### config.mk
export PLATFORM = sky130hd
export DESIGN_NAME = mem8x8_ctrl
export DESIGN_NICKNAME = d
export VERILOG_FILES = /design/src/rtl/mem8x8_ctrl.sv
export SDC_FILE = /design/constraint.sdc
export NUM_CORES = 1
export LEC_CHECK = 0
export CORE_MARGIN = 3
export CORE_UTILIZATION = 45
export CTS_CLUSTER_SIZE = 30
export DETAILED_ROUTE_END_ITERATION = 10
export PLACE_DENSITY = 0.79
export SETUP_SLACK_MARGIN = 0.3
export SYNTH_ARGS = -nofsm -noshare
export SYNTH_HDL_FRONTEND = slang
export SYNTH_SLANG_ARGS = --single-unit
### constraint.sdc
create_clock -name clk -period 3.1 [get_ports clk]
set_input_delay 0.62 -clock clk [delete_from_list [all_inputs] [get_ports clk]]
set_output_delay 0.62 -clock clk [all_outputs]
set_load 0.02 [all_outputs]
### src/rtl/mem8x8_ctrl.sv
// Sequencer for an 8x8 word array behind a 1-to-8 address demux and a tri-state read buffer.
// Each request runs SETUP (address settle), a single STROBE cycle, and DONE before returning to IDLE.
module mem8x8_ctrl #(
  parameter int SETUP_CYCLES = 1
) (
  input  logic       clk,
  input  logic       rst,
  input  logic       req_valid,
  output logic       req_ready,
  input  logic       req_we,
  input  logic [2:0] req_adr,
  input  logic [7:0] req_data,
  output logic       rd_valid,
  output logic [7:0] rd_data,
  output logic       mem_sel,
  output logic [2:0] mem_adr,
  output logic       mem_we,
  output logic       mem_oe,
  output logic [7:0] mem_wdata,
  input  logic [7:0] mem_rdata,
  output logic       busy
);

  typedef enum logic [1:0] {IDLE, SETUP, STROBE, DONE} state_t;

  localparam logic [1:0] CNT_LOAD = 2'(SETUP_CYCLES - 1);

  state_t     state, state_nxt;
  logic [1:0] cnt, cnt_nxt;
  logic       we_q;
  logic       accept;

  // req_ready is a registered copy of (state == IDLE)
  assign accept = req_valid && req_ready;

  always_comb begin
    state_nxt = state;
    cnt_nxt   = cnt;
    case (state)
      IDLE: begin
        if (accept) begin
          state_nxt = SETUP;
          cnt_nxt   = CNT_LOAD;
        end
      end
      SETUP: begin
        if (cnt == 2'd0) state_nxt = STROBE;
        else             cnt_nxt   = cnt - 2'd1;
      end
      STROBE:  state_nxt = DONE;
      DONE:    state_nxt = IDLE;
      default: state_nxt = IDLE;
    endcase
  end

  always_ff @(posedge clk or posedge rst) begin
    if (rst) begin
      state <= IDLE;
      cnt   <= 2'd0;
    end else begin
      state <= state_nxt;
      cnt   <= cnt_nxt;
    end
  end

  // Outputs are decoded from the next state so every pin comes straight from a flop
  always_ff @(posedge clk or posedge rst) begin
    if (rst) begin
      req_ready <= 1'b1;
      busy      <= 1'b0;
      rd_valid  <= 1'b0;
      rd_data   <= 8'h00;
      mem_sel   <= 1'b0;
      mem_we    <= 1'b0;
      mem_oe    <= 1'b0;
      mem_adr   <= 3'b000;
      mem_wdata <= 8'h00;
      we_q      <= 1'b0;
    end else begin
      req_ready <= (state_nxt == IDLE);
      busy      <= (state_nxt != IDLE);
      mem_sel   <= (state_nxt == STROBE);
      mem_we    <= (state_nxt == STROBE) && we_q;
      mem_oe    <= (state_nxt == STROBE) && !we_q;
      rd_valid  <= (state == STROBE) && !we_q;
      if ((state == STROBE) && !we_q) rd_data <= mem_rdata;
      if (accept) begin
        we_q      <= req_we;
        mem_adr   <= req_adr;
        mem_wdata <= req_data;
      end
    end
  end

endmodule

## Word-level counts from Yosys, hierarchy flattened

Index checks and enable logic that the tools add are counted.

- Flip-flop bits (word level): 30
- Word-level logic and storage cells: 36
- Bits of input ports: 23

- Equality and inequality tests: 6
- Reductions and logical operators: 11
- $add $sub $neg: 1
- Muxes and demuxes: 6

Operators by type and width:

| kind | count |
|---|---|
| 2-bit 2-to-1 mux | 4 |
| 2-bit one-hot mux with 4 select lines | 1 |
| 2-bit equality test (second input constant) | 3 |
| 2-bit logical NOT | 3 |
| 1-bit logical AND | 4 |
| 2-bit inequality test (second input constant) | 2 |
| 2-bit one-hot mux with 2 select lines | 1 |
| 2-bit nonzero test | 2 |
| 3-bit AND reduction | 1 |
| 2-bit by 1-bit equality test with 1-bit output (second input constant) | 1 |
| 2-bit by 1-bit subtractor with 2-bit output (second input constant) | 1 |
| 1-bit logical NOT | 1 |

## Depth between registers and ports, before layout

- Word-level depth: 5
- Gate-level depth with buffers: 5
- Depth with buffers taken out: 5

## Worst setup path after synthesis

No wires, ideal clock.

- Path type: input -> register
- From: input req_valid
- To: register mem_adr[0]
- Path slack: 1.718 ns
- Required time: 2.975 ns
- Arrival time: 1.257 ns
- Cell stages on the path: 3
- Path buffers: 1
- Setup time: 0.125 ns
- Path through: nand2_1 -> buf_2 -> mux2_2

- Word-level cells in the longest chain between the ends: 1

RTL lines:

| element | RTL line | text |
|---|---|---|
| start: declaration | 8 | `input logic req_valid,` |
| 1-bit logical AND | 34 | `assign accept = req_valid && req_ready;` |
| end signal: assignment | 89 | `mem_adr <= req_adr;` |
| end: declaration | 16 | `output logic [2:0] mem_adr,` |

No other way between the ends.
A chain may end at the register's enable or synchronous reset.

## Worst setup path after layout

- From: register req_ready
- To: output req_ready

RTL lines:

| element | RTL line | text |
|---|---|---|
| start: declaration | 9 | `output logic req_ready,` |
| start signal: assignment | 80 | `req_ready <= (state_nxt == IDLE);` |

No word-level cell between the ends.

==> impl_metrics.env <==
export IMPL_drv_cap=0
export IMPL_track_usage=0.1593
export IMPL_cp_required_ps=2480
export IMPL_synth_area_leader_cell="dfrtp_1"
export IMPL_die_area_um2=3291
export IMPL_n_antenna_cell=0
export IMPL_final_max_slew_viol_count=0
export IMPL_crit_cells=1
export IMPL_ys_seq_elements=30
export IMPL_wl_um=2259
export IMPL_synth_cells=80
export IMPL_hold_violations=0
export IMPL_cp_slowest_cell="clkdlybuf4s50_1"
export IMPL_insertion_delay_ps=330
export IMPL_h_tree_depth=2
export IMPL_rsz0062_at_grt="false"
export IMPL_synth_area_um2=1187
export IMPL_core_um2=2361
export IMPL_synth_warnings=0
export IMPL_cts_sinks=30
export IMPL_drive_gt1_frac=0.2388
export IMPL_hp_class="flop to flop"
export IMPL_area_delta_synth_final_pct=47.21
export IMPL_critPathTopFamily="buffers and inverters"
export IMPL_synth_cell_type_count=19
export IMPL_wl_per_cell_um=13.94
export IMPL_critPathBufInv=1
export IMPL_die_w_um=57.37
export IMPL_grt_max_degree=22
export IMPL_min_from="mem_wdata[3]"
export IMPL_post_cts_buffers=0
export IMPL_syn_avg_cell_area_um2=14.84
export IMPL_ctsHoldBuffers=0
export IMPL_overflow=0
export IMPL_drt_iter0_drc=6
export IMPL_status="complete, no violations"
export IMPL_fp_dieH_um=57.37
export IMPL_viasPerCell=4.889
export IMPL_clk_pin_slew_ps=90
export IMPL_fin_crit_sh=0.6754
export IMPL_p_leak_nw=0.7900
export IMPL_max_freq_ghz=0.4776
export IMPL_min_path_cells=1
export IMPL_grt_pass1_wl_um=3870
export IMPL_crit_chain="clkdlybuf4s50_1"
export IMPL_crit_type="flop to output pin"
export IMPL_io_buffers=47
export IMPL_cts_tree="done"
export IMPL_netlist_top_cells_area="dfrtp_1 (61%), mux2_2 (11%), mux2_4 (10%)"
export IMPL_powerDensity_nw_per_um2=1081
export IMPL_cts_root_buf="clkbuf_4"
export IMPL_dr_pass1_iters=4
export IMPL_critPathMaxStageDelay_ps=600
export IMPL_synth_main_ff_cell="dfrtp_1"
export IMPL_cp_arrival_ps=1470
export IMPL_yosys_area_top_type_share=0.6112
export IMPL_min_period_ps=2094
export IMPL_place_hpwl_um=1672
export IMPL_numCtsBuffers=5
export IMPL_ant_nets=0
export IMPL_antenna_found_initial=0
export IMPL_setup_tns_final_ps=0
export IMPL_min_to="mem_wdata[3]"
export IMPL_timing_rr_start="req_ready"
export IMPL_crit_path_end_kind="output pin"
export IMPL_r2r_end="mem_wdata[4]"
export IMPL_finalSetupViolations=0
export IMPL_irDropWorstVdd_mv=0.7592
export IMPL_skew_ps=7.376
export IMPL_ff2ff_setup_slack_ps=1770
export IMPL_syn_nets=104
export IMPL_synth_yosys_seq_area_share=0.6333
export IMPL_layout_nets=157
export IMPL_worstRegToRegCells=2
export IMPL_start_util=0.5029
export IMPL_pin_count=48
export IMPL_synthArstFlopShare=1.000
export IMPL_clockBufferDepth=2
export IMPL_drc_errors=0
export IMPL_synth_edf_count=0
export IMPL_relSlewSlack=0.4850
export IMPL_power_total_mw=1.889
export IMPL_start_kind="flop"
export IMPL_cp_max_fo=3
export IMPL_gp_congestion=0.6914
export IMPL_post_cts_resized=0
export IMPL_rows=17
export IMPL_worstMarginPinSlew_ps=771.6
export IMPL_dr_total_vias=792
export IMPL_grt_pass1_vias=793
-- where the power goes --
part | internal [mW] | switching [mW]
registers | 0.586 | 0.127
clock network | 0.110 | 0.129
logic | 0.517 | 0.421
total | 1.21 | 0.676
-- placed cells by master (no fill, tap or decap) --
cell type | synthesis | layout
clkdlybuf4s50_1 | 0 | 47
dfrtp_1 | 29 | 29
mux2_2 | 12 | 12
mux2_4 | 8 | 8
inv_1 | 5 | 5
clkbuf_4 | 0 | 5
a21oi_1 | 4 | 4
o21ai_0 | 4 | 4
nor2_1 | 4 | 4
nand2_1 | 2 | 2
nor3_1 | 2 | 2
nand2b_4 | 1 | 1
nor2_8 | 1 | 1
and2b_1 | 1 | 1
nand3b_1 | 1 | 1
and2_1 | 1 | 1
a21o_2 | 1 | 1
ha_1 | 1 | 1
clkinv_2 | 0 | 1
clkbuf_8 | 0 | 1
clkbuf_1 | 0 | 1
buf_4 | 1 | 1
dfstp_2 | 1 | 1
-- cell usage after synthesis (all sizes together) (2+ instances only) --
library cell   n
buf            2
o21ai          4
a21oi          4
nand2          2
inv            5
nor2           5
mux2          20
dfrtp         29
nor3           2
-- state kept, by name, indices dropped and copies added (netlist names) --
register / count
mem_sel: 1
rd_valid: 1
req_ready: 1
busy: 1
state: 2
mem_adr: 3
mem_oe: 1
mem_we: 1
cnt: 2
rd_data: 8
mem_wdata: 8
we_q: 1
-- kinds of logic after synthesis --
kind of cell    share of synthesized area
compound gates                    0.04110
fa+ha+maj                         0.01054
buf+inv                           0.02634
flops                              0.6333
mux                                0.2150
simple gates                      0.07377
-- metal layers --
layer | wire length, um | track usage
met1 | 975 | 0.1919
met5 | 0 | 0
met3 | 181 | 0.07240
met4 | 48 | 0.07947
met2 | 1053 | 0.2403
-- metrics by stage --
step	instance area, um2	util	setup slack (ps)	hold slack (ps)	instances
floorplan	1187	-	1718	496.2	80
global placement	1688	0.7149	1183	491.7	154
detailed placement	1688	0.7149	1152	492.8	154
CTS	1748	0.7403	986.2	517.3	162
global route	1748	0.7403	953.4	535.7	162
finish	1748	0.7403	1006	516.6	162
-- how the worst max path moves through the flow --
stage,startpoint,endpoint
finish,req_ready,req_ready
floorplan,req_valid,mem_adr[0]
detailed placement,req_valid,mem_wdata[4]
global placement,req_valid,mem_wdata[6]
CTS,req_ready,req_ready
global route,req_ready,req_ready
-- final cells by class --
class,count,area (um2)
Timing Repair Buffer,48,478.0
Fill cell,171,613.1
Tap cell,28,35.03
Multi-Input combinational cell,43,404.1
Sequential cell,30,752.0
Clock buffer,7,55.05
Inverter,5,18.77
Clock inverter,1,5.005
Note: power is estimated with default switching activity, not from simulation.
==> edit 1, RTL diff (config.mk and constraints unchanged) <==
The 4 states of `state_t` get a one-hot encoding in 4 bits.
--- a/src/rtl/mem8x8_ctrl.sv
+++ b/src/rtl/mem8x8_ctrl.sv
@@ -23,3 +23,3 @@
 
-  typedef enum logic [1:0] {IDLE, SETUP, STROBE, DONE} state_t;
+  typedef enum logic [3:0] {IDLE = 4'b0001, SETUP = 4'b0010, STROBE = 4'b0100, DONE = 4'b1000} state_t;
 
Function: same outputs for any inputs over 10 cycles, from zero or initial values and one cycle with rst high; not proved beyond that.
==> edit 1 against the unedited design <==
- power down 16%
- wire length up 4.8%
- worst setup slack better by 0.0094 ns
- design area up 2.1%
- sequential cell count up 2
- global-route usage up 0.21 points
- final cell count up 0.62%
- area after synthesis up 3.3%
- critical path type unchanged
==> edit 1: results (changes against the unedited design) <==
Status
  – Status: completed

Logic synthesis
  – Sequential area share after synthesis: 0.655 (+0.0218)
  – Most frequent cells after synthesis: 30 x dfrtp_1, 20 x mux2_2, 5 x inv_1
  – Syn nets: 103 (-0.96%)
  – Synth top area cells: dfrtp_1 61%, mux2_2 18%, dfstp_2 4.3%
  – Synth Warn #: 0 (unchanged)
  – Async set-or-reset flop fraction in the synthesized netlist: 1.00 (unchanged)
  – Synth unique cells: 21 (+2)

Global routing
  – Number of global-route vias before repair: 898 (+13%)
  – Largest net degree at the start of global routing: 33 (+50%)
  – GR Util met2: 0.282 (+0.0419)
  – First-pass GRT wire length: 4.04 mm (+4.3%)
  – Antenna violations before repair: 0 (unchanged)
  – Gr busiest metal: met2
  – Met1 GRT Util: 0.180 (-0.0123)
  – GR Util met3: 0.0579 (-0.0145)
  – Total global-route track usage: 0.161 (+0.00206)

Clock network
  – Post-CTS Repair Setup Buffers: 0 (unchanged)
  – Max H-tree Level: 2 (unchanged)
  – CTS Buf Count: 5 (unchanged)
  – Post_cts resized: 0 (unchanged)
  – Clk_lat worst skew: 0.31 ns (-0.02 ns)
  – Clk slew on worst S/H paths: 0.09 ns (about the same)
  – CTS max path bufs: 2 (unchanged)
  – Clock Tree Root: clkbuf_4

STA
  – FMAX: 0.480 GHz (+0.45%)
  – Worst slew margin: 0.662 (+0.177)
  – Worst clock skew: 0.00347 ns (-0.00391 ns)

Place
  – Routability cong.: 0.769 (+11%)
  – Buffers on Ports: 47 (unchanged)
  – Dpl hpwl: 1.80 mm (+7.9%)
  – Post-placement worst setup slack: 1.11 ns (-0.0400 ns)

Worst setup path
  – CP startpoint: req_ready
  – Crit path DAT: 1.46 ns
  – Slowest cell on the critical path: clkdlybuf4s50_1
  – Max stage delay on crit path: 0.60 ns (about the same)
  – Start of the worst register-to-register path: state[1]
  – CP Max Fanout: 3 (unchanged)
  – Worst path top cell family by delay: buffers and inverters

Finish
  – Layout fillers: 188 (+9.9%)
  – Share of cells above drive strength 1: 0.248 (+0.00931)
  – Fin nets: 156 (-0.64%)
  – Antenna cells: 0 (unchanged)
  – Top Registers: mem_wdata (8), rd_data (8), state (4)

Drt
  – Iter 0 DRT Violations: 14 (+8)
  – DR WL/cell: 14.5 microns (+4.2%)
  – M1 WL: 931 microns (-4.5%)
  – Routed wl met3: 196 microns (+8.3%)
  – First-pass DRT Iterations: 4 (unchanged)
  – Max Used Layer: met4
  – Met2 Routed Length: 1.22 mm (+16%)
  – Vias per cell: 5.04 (+3.2%)

Min path
  – Hold Path Origin: we_q
  – Worst hold path class: register to register

Pwr
  – VDD IR max: 569 uV (-25%)
  – LEAKAGE: 0.000792 uW (+0.22%)
-- edit 1: changes by cell type after synthesis, moves of 2 or more --
cell	before	now
or2_2	0	2
nor4b_2	0	2
mux2_2	12	20
o21ai_0	4	0
nor3_1	2	0
a221o_1	0	2
mux2_4	8	0
nor2_1	4	0
a21oi_1	4	1
-- edit 1: cells by family after synthesis --
| family | share of synthesized area |
|---|---|
| muxes | 0.192 |
| AOI/OAI and AO/OA | 0.0398 |
| buffers and inverters | 0.0286 |
| DFF | 0.655 |
| adders and majority gates | 0.0102 |
| and+or+nand+nor | 0.0745 |
-- edit 1: where the power goes --
| group | switching (uW) | leakage [uW] | internal, uW |
|---|---|---|---|
| Clock | 127 | 0.0000326 | 112 |
| Combinational | 313 | 0.000354 | 371 |
| Sequential | 93.0 | 0.000405 | 575 |
-- edit 1: path summary, 6_finish.rpt --
| kind | to | slack (ns) | depth (start not counted) |
|---|---|---|---|
| setup / recovery | req_ready | 1.02 | 1 |
| hold / removal | mem_oe | 0.48 | 1 |
| setup reg to reg | rd_data[7] | 1.45 | 3 |
| hold reg to reg | mem_oe | 0.48 | 1 |
| max in group asynchronous | state[0] | 2.10 | 3 |
| min in group asynchronous | busy | 0.69 | 3 |
-- edit 1: area by class of cell --
| type | count | share of cell area |
|---|---|---|
| timing repair buffer | 48 | 0.268 |
| tap | 30 | 0.0210 |
| inverter | 5 | 0.0105 |
| sequential | 32 | 0.450 |
| clock buffer | 8 | 0.0330 |
| multi-input combinational | 40 | 0.217 |
-- edit 1: metrics by stage --
step	std cells	hold slack, ns	instance area [sq um]	total power (uW)
after detailed placement	155	0.474	1730	1370
after global placement	155	0.459	1730	1340
final	163	0.482	1780	1590
after floorplan	79	0.426	1230	1050
after CTS	163	0.487	1780	1610
after global routing	163	0.518	1780	1700
==> edit 2, RTL diff (same flow settings) <==
Made on the original files. Make the reset (`rst`) synchronous in 2 clocked blocks.
--- a/src/rtl/mem8x8_ctrl.sv
+++ b/src/rtl/mem8x8_ctrl.sv
@@ -55,3 +55,3 @@
 
-  always_ff @(posedge clk or posedge rst) begin
+  always_ff @(posedge clk) begin
     if (rst) begin
@@ -66,3 +66,3 @@
   // Outputs are decoded from the next state so every pin comes straight from a flop
-  always_ff @(posedge clk or posedge rst) begin
+  always_ff @(posedge clk) begin
     if (rst) begin
Behaviour: differs if rst is asserted again (counterexample within 4 cycles, from zero or initial values and one cycle with rst high); with rst held inactive, the same outputs for 10 cycles.
==> edit 2 against the unedited design <==
- area after synthesis down 7.0%
- worst setup slack better by 0.16 ns
- wire length up 12%
- utilization down 1.6 points
- design area down 5.7%
- die area down 6.2%
- count of clock-buffer cells in the layout up 1
- global-route usage up 1.7 points
- final cell count up 20%
- sequential cell count unchanged
- critical path depth unchanged
- highest routed layer unchanged
Power is not compared: it rests on default switching activity, and its combinational part moved more than twofold at a synthesized area within 25%.
==> edit 2: results (changes against the unedited design) <==
Logic synthesis
  – Synth top area cells: dfxtp_1 54%, nand2_1 8.8%, mux2i_1 7.2%
  – Sequential area share after synthesis: 0.544 (-0.0897)
  – Synth unique cells: 28 (+9)
  – Syn nets: 142 (+37%)
  – Async set-or-reset flop fraction in the synthesized netlist: 0 (-1.00)
  – Portion of netlist area occupied by mux cells: 0.0725 (-0.142)
  – Compound-Gate Fraction of Synth Area: 0.112 (+0.0710)
  – Synth Warn #: 0 (unchanged)
  – Most frequent cells after synthesis: 30 x dfxtp_1, 26 x nand2_1, 15 x a21oi_1, 8 x mux2i_1, 8 x nor2_1
  – Synth Area per Inst: 9.36 sq um (-37%)
  – Post-Synth Adder-Cell Area: 0.0113 (+0.000788)

Min path
  – Hold Path Cell Cnt: 2 (+1)
  – Worst hold path class: register to register
  – Hold Path End: mem_wdata[6]
  – Hold Path Origin: mem_wdata[6]

Clock network
  – Clk slew on worst S/H paths: 0.09 ns (about the same)
  – Clk_lat worst skew: 0.33 ns (about the same)
  – Post_cts resized: 0 (unchanged)
  – Max H-tree Level: 2 (unchanged)
  – CTS max path bufs: 2 (unchanged)
  – CTS Buf Count: 5 (unchanged)

Drt
  – Routed wire length: 2.53 mm (+12%)
  – DR WL/cell: 13.0 microns (-6.5%)
  – Iter 0 DRT Violations: 12 (+6)
  – Vias: 952 (+20%)

Global routing
  – Total global-route track usage: 0.176 (+0.0165)
  – Antenna violations before repair: 0 (unchanged)
  – First-pass GRT wire length: 4.21 mm (+8.8%)
  – Largest net degree at the start of global routing: 21 (-4.5%)
  – Number of global-route vias before repair: 907 (+14%)

Place
  – Placed cell count: 186 (+21%)
  – Placed Area: 0.00157 sq mm (-7.0%)
  – Buffers on Ports: 47 (unchanged)
  – Dpl hpwl: 1.89 mm (+13%)
  – Routability cong.: 0.727 (+5.1%)
  – Post-placement worst setup slack: 1.10 ns (-0.0521 ns)

Worst setup path
  – Crit path DAT: 1.32 ns (-0.15 ns)
  – CP Max Fanout: 4 (+1)
  – CP startpoint: req_ready
  – Worst flop-to-flop path endpoint: rd_data[1]
  – Max stage delay on crit path: 0.62 ns (+0.02 ns)
  – Slowest cell on the critical path: clkdlybuf4s50_1
  – Start of the worst register-to-register path: state[1]
  – Setup slack, reg-to-reg: 1.30 ns (-0.47 ns)
  – Reg2reg path depth: 3 (+1)

Finish
  – Layout fillers: 180 (+5.3%)
  – Top Registers: mem_wdata (8), rd_data (8), mem_adr (3)
  – Antenna cells: 0 (unchanged)
  – Share of cells above drive strength 1: 0.0783 (-0.160)

STA
  – FMAX: 0.516 GHz (+8.1%)
  – Worst clock skew: 0.00633 ns (-0.00104 ns)
  – Worst slew margin: 0.439 (-0.0456)
  – Hold WS: 0.457 ns (-0.0596 ns)

Pwr
  – VDD IR max: 472 uV
  – Sequential power: 444 uW
  – Share of power burned in combinational logic: 0.207

Status
  – Status: completed
edit 2: cell count changes in the layout (fill, tap and decap cells not counted), moves of 4 or more:
cell and delta:
mux2i_1 +8, mux2_2 -12, nand2_1 +24, dfxtp_1 +30, a21oi_1 +11, nor2_1 +4, mux2_4 -8, dfrtp_1 -29
edit 2: area by class of cell:
cell class,instances,area (sq um),share of cell area
repair buffers,48,478,0.290
well taps,28,35.0,0.0212
multi-input cells,78,449,0.272
flip-flops and latches,30,601,0.364
clock buffers,8,78.8,0.0478
inverters,2,7.51,0.00455
edit 2: metal layers:
layer  global-route usage  share of wire  vias up
li1                     -              -      488
met1                0.213           0.42      429
met2                0.255           0.46       29
met3                0.105           0.10        6
met4               0.0625          0.017        0
met5                    0              0        -
